$ cat src/rtl/rrv64_l2_ewrq_axi_wr_if.sv
// Eviction request and AXI write-channel bundle for the L2 write-back queue.
// master = the write-back queue, slave = L2 victim source plus AXI interconnect.
interface rrv64_l2_ewrq_axi_wr_if #(
  parameter int ADDR_W = 56,
  parameter int LINE_W = 512,
  parameter int BEAT_W = 128,
  parameter int ID_W   = 2
);
  logic              req_valid_i;
  logic              req_ready_o;
  logic [ADDR_W-1:0] req_addr_i;
  logic [LINE_W-1:0] req_data_i;

  logic              awvalid_o;
  logic              awready_i;
  logic [ID_W-1:0]   awid_o;
  logic [ADDR_W-1:0] awaddr_o;
  logic [7:0]        awlen_o;
  logic [2:0]        awsize_o;
  logic [1:0]        awburst_o;

  logic              wvalid_o;
  logic              wready_i;
  logic [BEAT_W-1:0] wdata_o;
  logic [BEAT_W/8-1:0] wstrb_o;
  logic              wlast_o;

  logic              bvalid_i;
  logic              bready_o;
  logic [ID_W-1:0]   bid_i;
  logic [1:0]        bresp_i;

  modport master (
    input  req_valid_i, req_addr_i, req_data_i,
    input  awready_i, wready_i, bvalid_i, bid_i, bresp_i,
    output req_ready_o,
    output awvalid_o, awid_o, awaddr_o, awlen_o, awsize_o, awburst_o,
    output wvalid_o, wdata_o, wstrb_o, wlast_o,
    output bready_o
  );

  modport slave (
    output req_valid_i, req_addr_i, req_data_i,
    output awready_i, wready_i, bvalid_i, bid_i, bresp_i,
    input  req_ready_o,
    input  awvalid_o, awid_o, awaddr_o, awlen_o, awsize_o, awburst_o,
    input  wvalid_o, wdata_o, wstrb_o, wlast_o,
    input  bready_o
  );
endinterface

$ cat src/rtl/rrv64_l2_ewrq_axi_wr.sv
// L2 eviction write-back queue: buffers dirty lines and writes each as one AXI INCR burst.
// Optional RRV64_L2_EWRQ_MERGE_EN folds a request into a same-line entry still waiting for AW.
module rrv64_l2_ewrq_axi_wr #(
  parameter int EWRQ_DEPTH = 4,
  parameter int ADDR_W     = 56,
  parameter int LINE_W     = 512,
  parameter int BEAT_W     = 128,
  parameter int ID_W       = $clog2(EWRQ_DEPTH)
) (
  input  logic                        clk,
  input  logic                        rstn,
  rrv64_l2_ewrq_axi_wr_if.master      bus,
  input  logic [ADDR_W-1:0]           chk_addr_i,
  output logic                        chk_hit_o,
  output logic                        err_o,
  output logic                        empty_o
);

  localparam int NBEATS  = LINE_W / BEAT_W;
  localparam int BEAT_CW = $clog2(NBEATS);
  localparam int LA_W    = ADDR_W - 6;

  typedef enum logic [1:0] {
    ST_FREE,
    ST_WAIT_AW,
    ST_WAIT_W,
    ST_WAIT_B
  } ent_st_e;

  ent_st_e             st_q   [EWRQ_DEPTH];
  ent_st_e             st_d   [EWRQ_DEPTH];
  logic [ID_W-1:0]     oq_q   [EWRQ_DEPTH];
  logic [ID_W-1:0]     oq_d   [EWRQ_DEPTH];
  logic [LA_W-1:0]     addr_q [EWRQ_DEPTH];
  logic [LINE_W-1:0]   data_q [EWRQ_DEPTH];

  logic [ID_W-1:0]     head_q, head_d;
  logic [ID_W-1:0]     tail_q, tail_d;
  logic [ID_W-1:0]     awp_q,  awp_d;
  logic [BEAT_CW-1:0]  beat_q, beat_d;
  logic                err_q,  err_d;

  logic [EWRQ_DEPTH-1:0] ent_we;
  logic [ID_W-1:0]     free_idx, aw_idx, w_idx;
  logic                free_any, aw_vld, w_vld, w_last;
  logic                unused_addr_lsb;

  assign unused_addr_lsb = ^{bus.req_addr_i[5:0], chk_addr_i[5:0]};

  always_comb begin
    free_any = 1'b0;
    free_idx = '0;
    for (int i = EWRQ_DEPTH - 1; i >= 0; i--) begin
      if (st_q[i] == ST_FREE) begin
        free_any = 1'b1;
        free_idx = ID_W'(i);
      end
    end
  end

`ifdef RRV64_L2_EWRQ_MERGE_EN
  logic                merge_hit;
  logic [ID_W-1:0]     merge_idx;

  // Only entries that have not issued AW may absorb newer data for the same line.
  always_comb begin
    merge_hit = 1'b0;
    merge_idx = '0;
    for (int i = 0; i < EWRQ_DEPTH; i++) begin
      if (st_q[i] == ST_WAIT_AW && addr_q[i] == bus.req_addr_i[ADDR_W-1:6]) begin
        merge_hit = 1'b1;
        merge_idx = ID_W'(i);
      end
    end
  end

  assign bus.req_ready_o = free_any | merge_hit;
`else
  assign bus.req_ready_o = free_any;
`endif

  assign aw_idx = oq_q[awp_q];
  assign aw_vld = (st_q[aw_idx] == ST_WAIT_AW);
  assign w_idx  = oq_q[head_q];
  assign w_vld  = (st_q[w_idx] == ST_WAIT_W);
  assign w_last = (beat_q == BEAT_CW'(NBEATS - 1));

  assign bus.awvalid_o = aw_vld;
  assign bus.awid_o    = aw_idx;
  assign bus.awaddr_o  = {addr_q[aw_idx], 6'b0};
  assign bus.awlen_o   = 8'(NBEATS - 1);
  assign bus.awsize_o  = 3'(BEAT_CW + 2);
  assign bus.awburst_o = 2'b01;
  assign bus.wvalid_o  = w_vld;
  assign bus.wdata_o   = data_q[w_idx][int'(beat_q) * BEAT_W +: BEAT_W];
  assign bus.wstrb_o   = '1;
  assign bus.wlast_o   = w_vld & w_last;
  assign bus.bready_o  = 1'b1;
  assign err_o         = err_q;

  // Each channel only moves entries out of its own state, so updates never collide.
  always_comb begin
    st_d   = st_q;
    oq_d   = oq_q;
    head_d = head_q;
    tail_d = tail_q;
    awp_d  = awp_q;
    beat_d = beat_q;
    err_d  = 1'b0;
    ent_we = '0;

    if (bus.req_valid_i && bus.req_ready_o) begin
`ifdef RRV64_L2_EWRQ_MERGE_EN
      if (merge_hit) ent_we[merge_idx] = 1'b1;
      else
`endif
      begin
        st_d[free_idx]   = ST_WAIT_AW;
        ent_we[free_idx] = 1'b1;
        oq_d[tail_q]     = free_idx;
        tail_d           = tail_q + ID_W'(1);
      end
    end

    if (aw_vld && bus.awready_i) begin
      st_d[aw_idx] = ST_WAIT_W;
      awp_d        = awp_q + ID_W'(1);
    end

    if (w_vld && bus.wready_i) begin
      if (w_last) begin
        st_d[w_idx] = ST_WAIT_B;
        head_d      = head_q + ID_W'(1);
        beat_d      = '0;
      end else begin
        beat_d      = beat_q + BEAT_CW'(1);
      end
    end

    if (bus.bvalid_i) begin
      if (st_q[bus.bid_i] == ST_WAIT_B) begin
        st_d[bus.bid_i] = ST_FREE;
        err_d           = (bus.bresp_i != 2'b00);
      end else begin
        err_d           = 1'b1;
      end
    end
  end

  always_ff @(posedge clk or negedge rstn) begin
    if (!rstn) begin
      for (int i = 0; i < EWRQ_DEPTH; i++) begin
        st_q[i] <= ST_FREE;
        oq_q[i] <= '0;
      end
      head_q <= '0;
      tail_q <= '0;
      awp_q  <= '0;
      beat_q <= '0;
      err_q  <= 1'b0;
    end else begin
      st_q   <= st_d;
      oq_q   <= oq_d;
      head_q <= head_d;
      tail_q <= tail_d;
      awp_q  <= awp_d;
      beat_q <= beat_d;
      err_q  <= err_d;
    end
  end

  // Line storage carries no reset; entry state decides whether it is meaningful.
  always_ff @(posedge clk) begin
    for (int i = 0; i < EWRQ_DEPTH; i++) begin
      if (ent_we[i]) begin
        addr_q[i] <= bus.req_addr_i[ADDR_W-1:6];
        data_q[i] <= bus.req_data_i;
      end
    end
  end

  always_comb begin
    chk_hit_o = 1'b0;
    empty_o   = 1'b1;
    for (int i = 0; i < EWRQ_DEPTH; i++) begin
      if (st_q[i] != ST_FREE) begin
        empty_o = 1'b0;
        if (addr_q[i] == chk_addr_i[ADDR_W-1:6]) chk_hit_o = 1'b1;
      end
    end
  end

endmodule

$ cat src/flat_wrapper.sv
// flat-port wrapper written by rule: the top's interface ports become plain ports
module rrv64_l2_ewrq_axi_wr_flat 
#(
  parameter int EWRQ_DEPTH = 4,
  parameter int ADDR_W     = 56,
  parameter int LINE_W     = 512,
  parameter int BEAT_W     = 128,
  parameter int ID_W       = $clog2(EWRQ_DEPTH)
)
  (clk, rstn, chk_addr_i, chk_hit_o, err_o, empty_o, bus_req_valid_i, bus_req_addr_i, bus_req_data_i, bus_awready_i, bus_wready_i, bus_bvalid_i, bus_bid_i, bus_bresp_i, bus_req_ready_o, bus_awvalid_o, bus_awid_o, bus_awaddr_o, bus_awlen_o, bus_awsize_o, bus_awburst_o, bus_wvalid_o, bus_wdata_o, bus_wstrb_o, bus_wlast_o, bus_bready_o);
  rrv64_l2_ewrq_axi_wr_if #(.ADDR_W(ADDR_W), .LINE_W(LINE_W), .BEAT_W(BEAT_W), .ID_W(ID_W)) bus_i ();
  input  logic clk;
  input  logic rstn;
  input  logic [ADDR_W-1:0] chk_addr_i;
  output logic chk_hit_o;
  output logic err_o;
  output logic empty_o;
  input wire logic [$bits(bus_i.req_valid_i)-1:0] bus_req_valid_i;
  input wire logic [$bits(bus_i.req_addr_i)-1:0] bus_req_addr_i;
  input wire logic [$bits(bus_i.req_data_i)-1:0] bus_req_data_i;
  input wire logic [$bits(bus_i.awready_i)-1:0] bus_awready_i;
  input wire logic [$bits(bus_i.wready_i)-1:0] bus_wready_i;
  input wire logic [$bits(bus_i.bvalid_i)-1:0] bus_bvalid_i;
  input wire logic [$bits(bus_i.bid_i)-1:0] bus_bid_i;
  input wire logic [$bits(bus_i.bresp_i)-1:0] bus_bresp_i;
  output wire logic [$bits(bus_i.req_ready_o)-1:0] bus_req_ready_o;
  output wire logic [$bits(bus_i.awvalid_o)-1:0] bus_awvalid_o;
  output wire logic [$bits(bus_i.awid_o)-1:0] bus_awid_o;
  output wire logic [$bits(bus_i.awaddr_o)-1:0] bus_awaddr_o;
  output wire logic [$bits(bus_i.awlen_o)-1:0] bus_awlen_o;
  output wire logic [$bits(bus_i.awsize_o)-1:0] bus_awsize_o;
  output wire logic [$bits(bus_i.awburst_o)-1:0] bus_awburst_o;
  output wire logic [$bits(bus_i.wvalid_o)-1:0] bus_wvalid_o;
  output wire logic [$bits(bus_i.wdata_o)-1:0] bus_wdata_o;
  output wire logic [$bits(bus_i.wstrb_o)-1:0] bus_wstrb_o;
  output wire logic [$bits(bus_i.wlast_o)-1:0] bus_wlast_o;
  output wire logic [$bits(bus_i.bready_o)-1:0] bus_bready_o;
  assign bus_i.req_valid_i = bus_req_valid_i;
  assign bus_i.req_addr_i = bus_req_addr_i;
  assign bus_i.req_data_i = bus_req_data_i;
  assign bus_i.awready_i = bus_awready_i;
  assign bus_i.wready_i = bus_wready_i;
  assign bus_i.bvalid_i = bus_bvalid_i;
  assign bus_i.bid_i = bus_bid_i;
  assign bus_i.bresp_i = bus_bresp_i;
  assign bus_req_ready_o = bus_i.req_ready_o;
  assign bus_awvalid_o = bus_i.awvalid_o;
  assign bus_awid_o = bus_i.awid_o;
  assign bus_awaddr_o = bus_i.awaddr_o;
  assign bus_awlen_o = bus_i.awlen_o;
  assign bus_awsize_o = bus_i.awsize_o;
  assign bus_awburst_o = bus_i.awburst_o;
  assign bus_wvalid_o = bus_i.wvalid_o;
  assign bus_wdata_o = bus_i.wdata_o;
  assign bus_wstrb_o = bus_i.wstrb_o;
  assign bus_wlast_o = bus_i.wlast_o;
  assign bus_bready_o = bus_i.bready_o;
  rrv64_l2_ewrq_axi_wr #(.EWRQ_DEPTH(EWRQ_DEPTH), .ADDR_W(ADDR_W), .LINE_W(LINE_W), .BEAT_W(BEAT_W), .ID_W(ID_W)) u_core (.clk(clk), .rstn(rstn), .bus(bus_i), .chk_addr_i(chk_addr_i), .chk_hit_o(chk_hit_o), .err_o(err_o), .empty_o(empty_o));
endmodule
$ cat config.mk
export PLATFORM = sky130hd
export DESIGN_NAME = rrv64_l2_ewrq_axi_wr_flat
export DESIGN_NICKNAME = d
export VERILOG_FILES = /design/src/rtl/rrv64_l2_ewrq_axi_wr_if.sv /design/src/rtl/rrv64_l2_ewrq_axi_wr.sv /design/src/flat_wrapper.sv
export SDC_FILE = /design/constraint.sdc
export NUM_CORES = 2
export LEC_CHECK = 0
export ABC_CLOCK_PERIOD_IN_PS = 32200
export BUFFER_PORTS_ARGS = -buffer_cell sky130_fd_sc_hd__buf_2
export CELL_PAD_IN_SITES_DETAIL_PLACEMENT = 0
export CELL_PAD_IN_SITES_GLOBAL_PLACEMENT = 1
export CORE_MARGIN = 4
export CORE_UTILIZATION = 40
export CTS_CLUSTER_DIAMETER = 60
export DETAILED_ROUTE_END_ITERATION = 7
export GPL_TIMING_DRIVEN = 0
export PLACE_DENSITY_LB_ADDON = 0.08
export SYNTH_ARGS = -nofsm -noshare
export SYNTH_HDL_FRONTEND = slang
export SYNTH_SLANG_ARGS = --single-unit
$ cat constraint.sdc
create_clock -name clk -period 32.2 [get_ports clk]
set_input_delay 8.05 -clock clk [delete_from_list [all_inputs] [get_ports clk]]
set_output_delay 8.05 -clock clk [all_outputs]
set_load 0.005 [all_outputs]
**Yosys cells after proc, flatten, opt, wreduce, memory -nomap -nowiden**

Memory sizes are Yosys's and may differ from the RTL's.
Cells that the tools add are included.
W data, S select, Z words.

- Add/sub/neg operators: 4
- $mul: 0
- Divide/modulo/power cells: 0
- Magnitude comparators: 14
- Equal/unequal tests: 8
- Shift operators: 1
- Multiplexer cells: 84
- Bitwise operators: 17
- Reduce and logical (&&, ||, !) cells: 25

Operators with widths:

| cell | number |
|---|---|
| $mux W512 | 3 |
| $reduce_or A512 Y1 | 3 |
| $shiftx A512 B10 Y128 | 1 |
| $eq A50 B50 Y1 | 4 |
| $mux W50 | 3 |
| $reduce_or A50 Y1 | 3 |
| $mux W2 | 26 |
| $mux W8 | 6 |
| $mux W1 | 33 |
| $ge A3 B3 Y1 const B | 7 |
| $not A2 Y3 | 7 |
| $bmux W2 S2 | 5 |
| $demux W2 S2 | 5 |
| $lt A3 B1 Y1 const B | 5 |
| $reduce_bool A2 Y1 | 5 |
| $logic_and A1 B1 Y1 | 9 |
| $add A2 B1 Y2 const B | 4 |
| $and A4 B4 Y4 | 2 |
| $and A8 B8 Y8 | 1 |
| $bwmux W8 | 1 |
| $logic_not A2 Y1 | 4 |
| $not A4 Y4 | 2 |
| $not A8 Y8 | 1 |
| $or A4 B4 Y4 | 2 |
| 9 further kinds | 11 |

- Bits in registers: 25
- Latch bits: 0
- Memory bits (writable): 2,248
- ROM bits: 0
- Input bits: 634
- Output and inout port bits: 223
- Word-level logic and storage cells: 168
- Memories: 2

Memories:

| memory | depth | width | read ports | clocked after memory_dff | wr ports | line | RTL |
|---|---|---|---|---|---|---|---|
| u_core.data_q | 4 | 512 | 1 | 0 | 1 | rrv64_l2_ewrq_axi_wr.sv:35 | `logic [LINE_W-1:0] data_q [EWRQ_DEPTH];` |
| u_core.addr_q | 4 | 50 | 5 | 0 | 1 | rrv64_l2_ewrq_axi_wr.sv:34 | `logic [LA_W-1:0] addr_q [EWRQ_DEPTH];` |

**Depth between registers and ports, before layout**

- Word-level depth: 21
- Depth in mapped cells: 10

**Worst setup path after synthesis**

Ideal clock, no wire load.

- Path kind: input port to flip-flop
- Start: input bus_req_valid_i
- End: register u_core.st_q[0] (netlist name)
- Library setup time: 0.155 ns
- Data arrival time: 33.230 ns
- Slack: -1.185 ns
- Stages on the path: 4
- Path buffers: 0
- Cell sequence: nand2_1 -> nor2_1 -> o22ai_1 -> a21oi_1

RTL lines:

| item | line | RTL |
|---|---|---|
| from (decl) | flat_wrapper.sv:18 | `input wire logic [$bits(bus_i.req_valid_i)-1:0] bus_req_valid_i;` |
| to (signal assigned) | rrv64_l2_ewrq_axi_wr.sv:162 | `st_q <= st_d;` |
| to (decl) | rrv64_l2_ewrq_axi_wr.sv:30 | `ent_st_e st_q [EWRQ_DEPTH];` |

**Worst setup path after layout**

- Start: input chk_addr_i[50]
- End: output chk_hit_o

- Cells in the longest elaborated chain, start to end: 9
- Elaborated cells between the ends (all ways): 12

Ends and longest elaborated chain:

| item | line | RTL |
|---|---|---|
| from (decl) | flat_wrapper.sv:14 | `input logic [ADDR_W-1:0] chk_addr_i;` |
| $eq A50 B50 Y1 | rrv64_l2_ewrq_axi_wr.sv:188 | `if (addr_q[i] == chk_addr_i[ADDR_W-1:6]) chk_hit_o = 1'b1;` |
| $mux W1 | rrv64_l2_ewrq_axi_wr.sv:188 |  |
| $mux W1 | rrv64_l2_ewrq_axi_wr.sv:186 | `if (st_q[i] != ST_FREE) begin` |
| $mux W1 | rrv64_l2_ewrq_axi_wr.sv:188 |  |
| $mux W1 | rrv64_l2_ewrq_axi_wr.sv:186 |  |
| $mux W1 | rrv64_l2_ewrq_axi_wr.sv:188 |  |
| $mux W1 | rrv64_l2_ewrq_axi_wr.sv:186 |  |
| $mux W1 | rrv64_l2_ewrq_axi_wr.sv:188 |  |
| $mux W1 * | rrv64_l2_ewrq_axi_wr.sv:186 |  |
| to (decl) | flat_wrapper.sv:15 | `output logic chk_hit_o;` |

Mark *: on every way between the ends. The rest lies on a longest branch, timed or not.

==> flow_results.xml <==
<?xml version="1.0" encoding="UTF-8"?>
<metrics>
  <group name="route">
    <metric name="wl_per_cell" unit="µm">31.0</metric>
    <metric name="iter_0_drt_violations" unit="">4325</metric>
    <metric name="wl_final" unit="µm">270000</metric>
    <metric name="first_pass_iters" unit="">6</metric>
    <metric name="detail-route-antenna-nets" unit="">0</metric>
    <metric name="via_count" unit="">47600</metric>
    <metric name="vias_per_cell" unit="">5.46</metric>
    <metric name="drc" unit="">0</metric>
  </group>
  <group name="floorplanning">
    <metric name="fp-row-count" unit="">172</metric>
    <metric name="core_region_area" unit="µm²">220000</metric>
    <metric name="floorplan.die.width" unit="µm">479</metric>
    <metric name="pin_count" unit="">857</metric>
    <metric name="die_area" unit="µm²">229000</metric>
    <metric name="initial_utilization" unit="%">40.3</metric>
    <metric name="die-height" unit="µm">479</metric>
  </group>
  <group name="timing">
    <metric name="max_freq" unit="MHz">55.0</metric>
    <metric name="skew" unit="ns">0.0667</metric>
    <metric name="layout_setup_ws" unit="ns">14.00</metric>
    <metric name="max_slew_headroom" unit="%">4.30</metric>
    <metric name="setup-tns-final" unit="ns">0</metric>
    <metric name="grt_setup_unrepaired" unit="">no</metric>
    <metric name="setup_viol_count_final" unit="">0</metric>
    <metric name="finalWorstPathRequiredPeriod" unit="ns">18.20</metric>
    <metric name="worst_pin_slew" unit="ns">1.44</metric>
    <metric name="hold_viol" unit="">0</metric>
    <metric name="report.final.slew_viol_count" unit="">0</metric>
    <metric name="timing.final.crit_share" unit="%">56.5</metric>
    <metric name="fin_hold_ws" unit="ns">0.576</metric>
  </group>
  <group name="clocking">
    <metric name="post_cts_buffers" unit="">0</metric>
    <metric name="clk_latency" unit="ns">0.90</metric>
    <metric name="cts.root.buffer_cell" unit="">clkbuf_16</metric>
    <metric name="cts_hold_buffers" unit="">0</metric>
    <metric name="clk_transition_reported_paths" unit="ns">0.05</metric>
    <metric name="clk_path_buf_depth" unit="">4</metric>
    <metric name="cts-buffers-inserted" unit="">276</metric>
    <metric name="cts.sink_count" unit="">2273</metric>
    <metric name="h-tree-depth" unit="">5</metric>
    <metric name="cts_tree" unit="">yes</metric>
    <metric name="cts_resized" unit="">0</metric>
  </group>
  <group name="final_layout">
    <metric name="regArea" unit="µm²">68100</metric>
    <metric name="n_fill_cell" unit="">18600</metric>
    <metric name="areaGrowthSynthToFinish" unit="%">20.2</metric>
    <metric name="area_of_all_placed_cells_without_fillers" unit="µm²">106000</metric>
    <metric name="area_occupied_by_multi_input_gates" unit="µm²">18900</metric>
    <metric name="final_layout_size_suffix_gt1_share" unit="%">33.5</metric>
    <metric name="finalNonFillerCells" unit="">8712</metric>
    <metric name="final_net_count" unit="">6120</metric>
    <metric name="fin_util" unit="%">48.4</metric>
  </group>
  <group name="min_path">
    <metric name="worst_hold_path_type" unit="">reg2reg</metric>
    <metric name="holdPathStages" unit="">2</metric>
  </group>
  <group name="yosys">
    <metric name="synth_top_cell_by_area" unit="">edfxtp_1</metric>
    <metric name="synth-edff-count" unit="">2248</metric>
    <metric name="synth_sequential_area_ratio" unit="%">76.9</metric>
    <metric name="synth.top_cell.area_share" unit="%">76.2</metric>
    <metric name="synth.lib_cells_used.distinct" unit="">57</metric>
    <metric name="yosysMostFrequentCell" unit="">edfxtp_1</metric>
    <metric name="synth_cells" unit="">4303</metric>
    <metric name="ys_seq_elements" unit="">2273</metric>
    <metric name="synth-warning-count" unit="">0</metric>
    <metric name="synth.area.top_cells" unit="">edfxtp_1 (76%), mux4_2 (12%), a22oi_1 (1.9%)</metric>
    <metric name="synthFlopType" unit="">edfxtp_1</metric>
    <metric name="syn_area" unit="µm²">88600</metric>
    <metric name="synthesis.area_per_instance" unit="µm²">20.6</metric>
    <metric name="leading_post_synthesis_cells_by_instance_count" unit="">edfxtp_1 (2,248), mux4_2 (484), nand2_1 (348), a22oi_1 (230), clkbuf_1 (117)</metric>
    <metric name="synthArstFlopShare" unit="%">1.10</metric>
  </group>
  <group name="power_and_ir_drop">
    <metric name="leakagePower" unit="nW">35.5</metric>
    <metric name="netSwitchingFraction" unit="%">35.2</metric>
    <metric name="switching_power" unit="mW">3.85</metric>
    <metric name="share_seq_of_total_power" unit="%">34.8</metric>
    <metric name="power.combinational.fraction" unit="%">39.3</metric>
    <metric name="proportion_of_power_drawn_by_the_clock_network" unit="%">26.0</metric>
    <metric name="vdd_ir_drop_max" unit="V">0.0000563</metric>
    <metric name="intPower" unit="mW">7.09</metric>
    <metric name="power_density" unit="nW/µm²">103</metric>
    <metric name="power" unit="mW">10.9</metric>
  </group>
  <group name="critical_path">
    <metric name="crit_path_cell_trace" unit="">clkbuf_1, xnor2_1, nand4_1, nor4_1, nand2_1, nor4_1, or4_1, buf_2</metric>
    <metric name="arrival" unit="ns">10.15</metric>
    <metric name="worstSetupPathDepth" unit="">8</metric>
    <metric name="worst_path_max_delay_cell" unit="">xnor2_1</metric>
    <metric name="cp_common_cell" unit="">nor4_1</metric>
    <metric name="timing.critical_path.fanout_max" unit="">4</metric>
    <metric name="reg2reg_depth" unit="">6</metric>
    <metric name="ws_path_type" unit="">in2out</metric>
    <metric name="worst_setup_path_end_kind" unit="">output port</metric>
    <metric name="critical_path.startpoint_type" unit="">input port</metric>
    <metric name="critPathRequiredTime" unit="ns">24.15</metric>
    <metric name="cpLargestDelayFamily" unit="">simple AND/OR/NAND/NOR gates</metric>
    <metric name="critical_path.max_stage_delay" unit="ns">0.51</metric>
    <metric name="worst-path-buf-inv" unit="">2</metric>
  </group>
  <group name="run">
    <metric name="timing.max_cap.violations" unit="">0</metric>
  </group>
  <group name="global_route">
    <metric name="grt.overflow.total" unit="">0</metric>
    <metric name="first_global_vias" unit="">48400</metric>
    <metric name="grt_start_max_net_pins" unit="">97</metric>
    <metric name="grt_pass1_wl" unit="µm">374000</metric>
    <metric name="antenna_violations_before_repair" unit="">247</metric>
    <metric name="grt_use_total" unit="%">23.2</metric>
  </group>
  <group name="placement">
    <metric name="place_area" unit="µm²">98100</metric>
    <metric name="place_inst" unit="">8161</metric>
    <metric name="placement.setup.worst_slack" unit="ns">13.98</metric>
    <metric name="place_hpwl" unit="µm">189000</metric>
    <metric name="port-buffer-count" unit="">792</metric>
    <metric name="place.gp.congestion" unit="">0.852</metric>
  </group>
  <group name="status">
    <metric name="run_status" unit="">completed</metric>
  </group>
</metrics>
[layout by cell type, fill, tap and decap left out, types with 22 or more instances in the layout]
master and instances:
a22oi_1 230, nand2_1 348, edfxtp_1 2248, a31oi_1 49
buf_12 44, clkbuf_1 186, mux2_2 55, clkinv_2 27
buf_4 63, nor2b_1 22, conb_1 36, diode_2 88
buf_6 25, clkbuf_16 282, buf_16 30, nor4_1 26
mux4_2 484, nand3_1 51, inv_1 44, buf_2 844
xor2_1 74, xnor2_1 91, o21ai_0 55, dfrtp_1 25
nand4_1 43, clkinv_1 53
[worst register-to-register path, delay by kind of cell, from the launching register on]
family | cells | cell delay [ns]
buf+inv | 4 | 2.04
flops | 1 | 0.46
simple gates | 2 | 0.76
[state kept, by name (all words and copies together) (netlist names)]
name / count
u_core.addr_q: 200
u_core.oq_q: 8
u_core.awp_q: 2
u_core.head_q: 2
u_core.beat_q: 2
u_core.data_q: 2048
u_core.err_o: 1
u_core.tail_q: 2
u_core.st_q: 8
[power by group through the flow]
stage,combinational (mW),sequential [mW],clock [mW]
final,4.30,3.81,2.84
after global routing,4.61,3.83,3.05
after CTS,4.42,3.81,2.91
after detailed placement,4.41,3.87,0
after global placement,4.31,4.37,0
after floorplan,2.45,4.09,0
[layer usage]
metal  track usage, %  routed length (µm)  vias up
li1                 -                   -    20300
met1             31.2              111000    24800
met2             36.8              128000     1731
met3             7.16               22600      588
met4             6.24                7130      128
met5                0                 789        -
[final timing paths]
kind                                              start                         endpoint  slack [ns]
max reg2reg                    u_core.st_q[3]$_DFF_PN0_  u_core.data_q[2][189]$_DFFE_PP_       28.39
max                                      chk_addr_i[50]                        chk_hit_o       14.00
min                        u_core.head_q[0]$_DFFE_PN0P_     u_core.head_q[0]$_DFFE_PN0P_        0.58
min in group asynchronous                          rstn      u_core.awp_q[1]$_DFFE_PN0N_        7.25
min reg2reg                u_core.head_q[0]$_DFFE_PN0P_     u_core.head_q[0]$_DFFE_PN0P_        0.58
max in group asynchronous                          rstn         u_core.st_q[4]$_DFF_PN0_       24.47
[final cells by class]
cell class | count | share of cell area (%)
Clock inverter | 107 | 0.762
Antenna cell | 88 | 0.207
Sequential cell | 2273 | 64.0
Tap cell | 2958 | 3.48
Timing Repair Buffer | 866 | 5.33
Multi-Input combinational cell | 1748 | 17.8
Clock buffer | 356 | 6.89
Buffer | 271 | 1.42
Inverter | 45 | 0.166
[kinds of logic (layout without fill, tap and decap cells)]
kind of cell	count (synthesis)	in the layout	synth area share, %
adders and majority gates	5	5	0.0706
AOI/OAI and AO/OA	458	458	3.67
other	2	124	0.00848
DFF	2273	2273	76.9
and+or+nand+nor	538	538	2.71
buffers and inverters	316	1645	1.89
muxes	546	546	13.1
xor gates and xnor gates	165	165	1.63
Power figures use the tool's default switching activity.
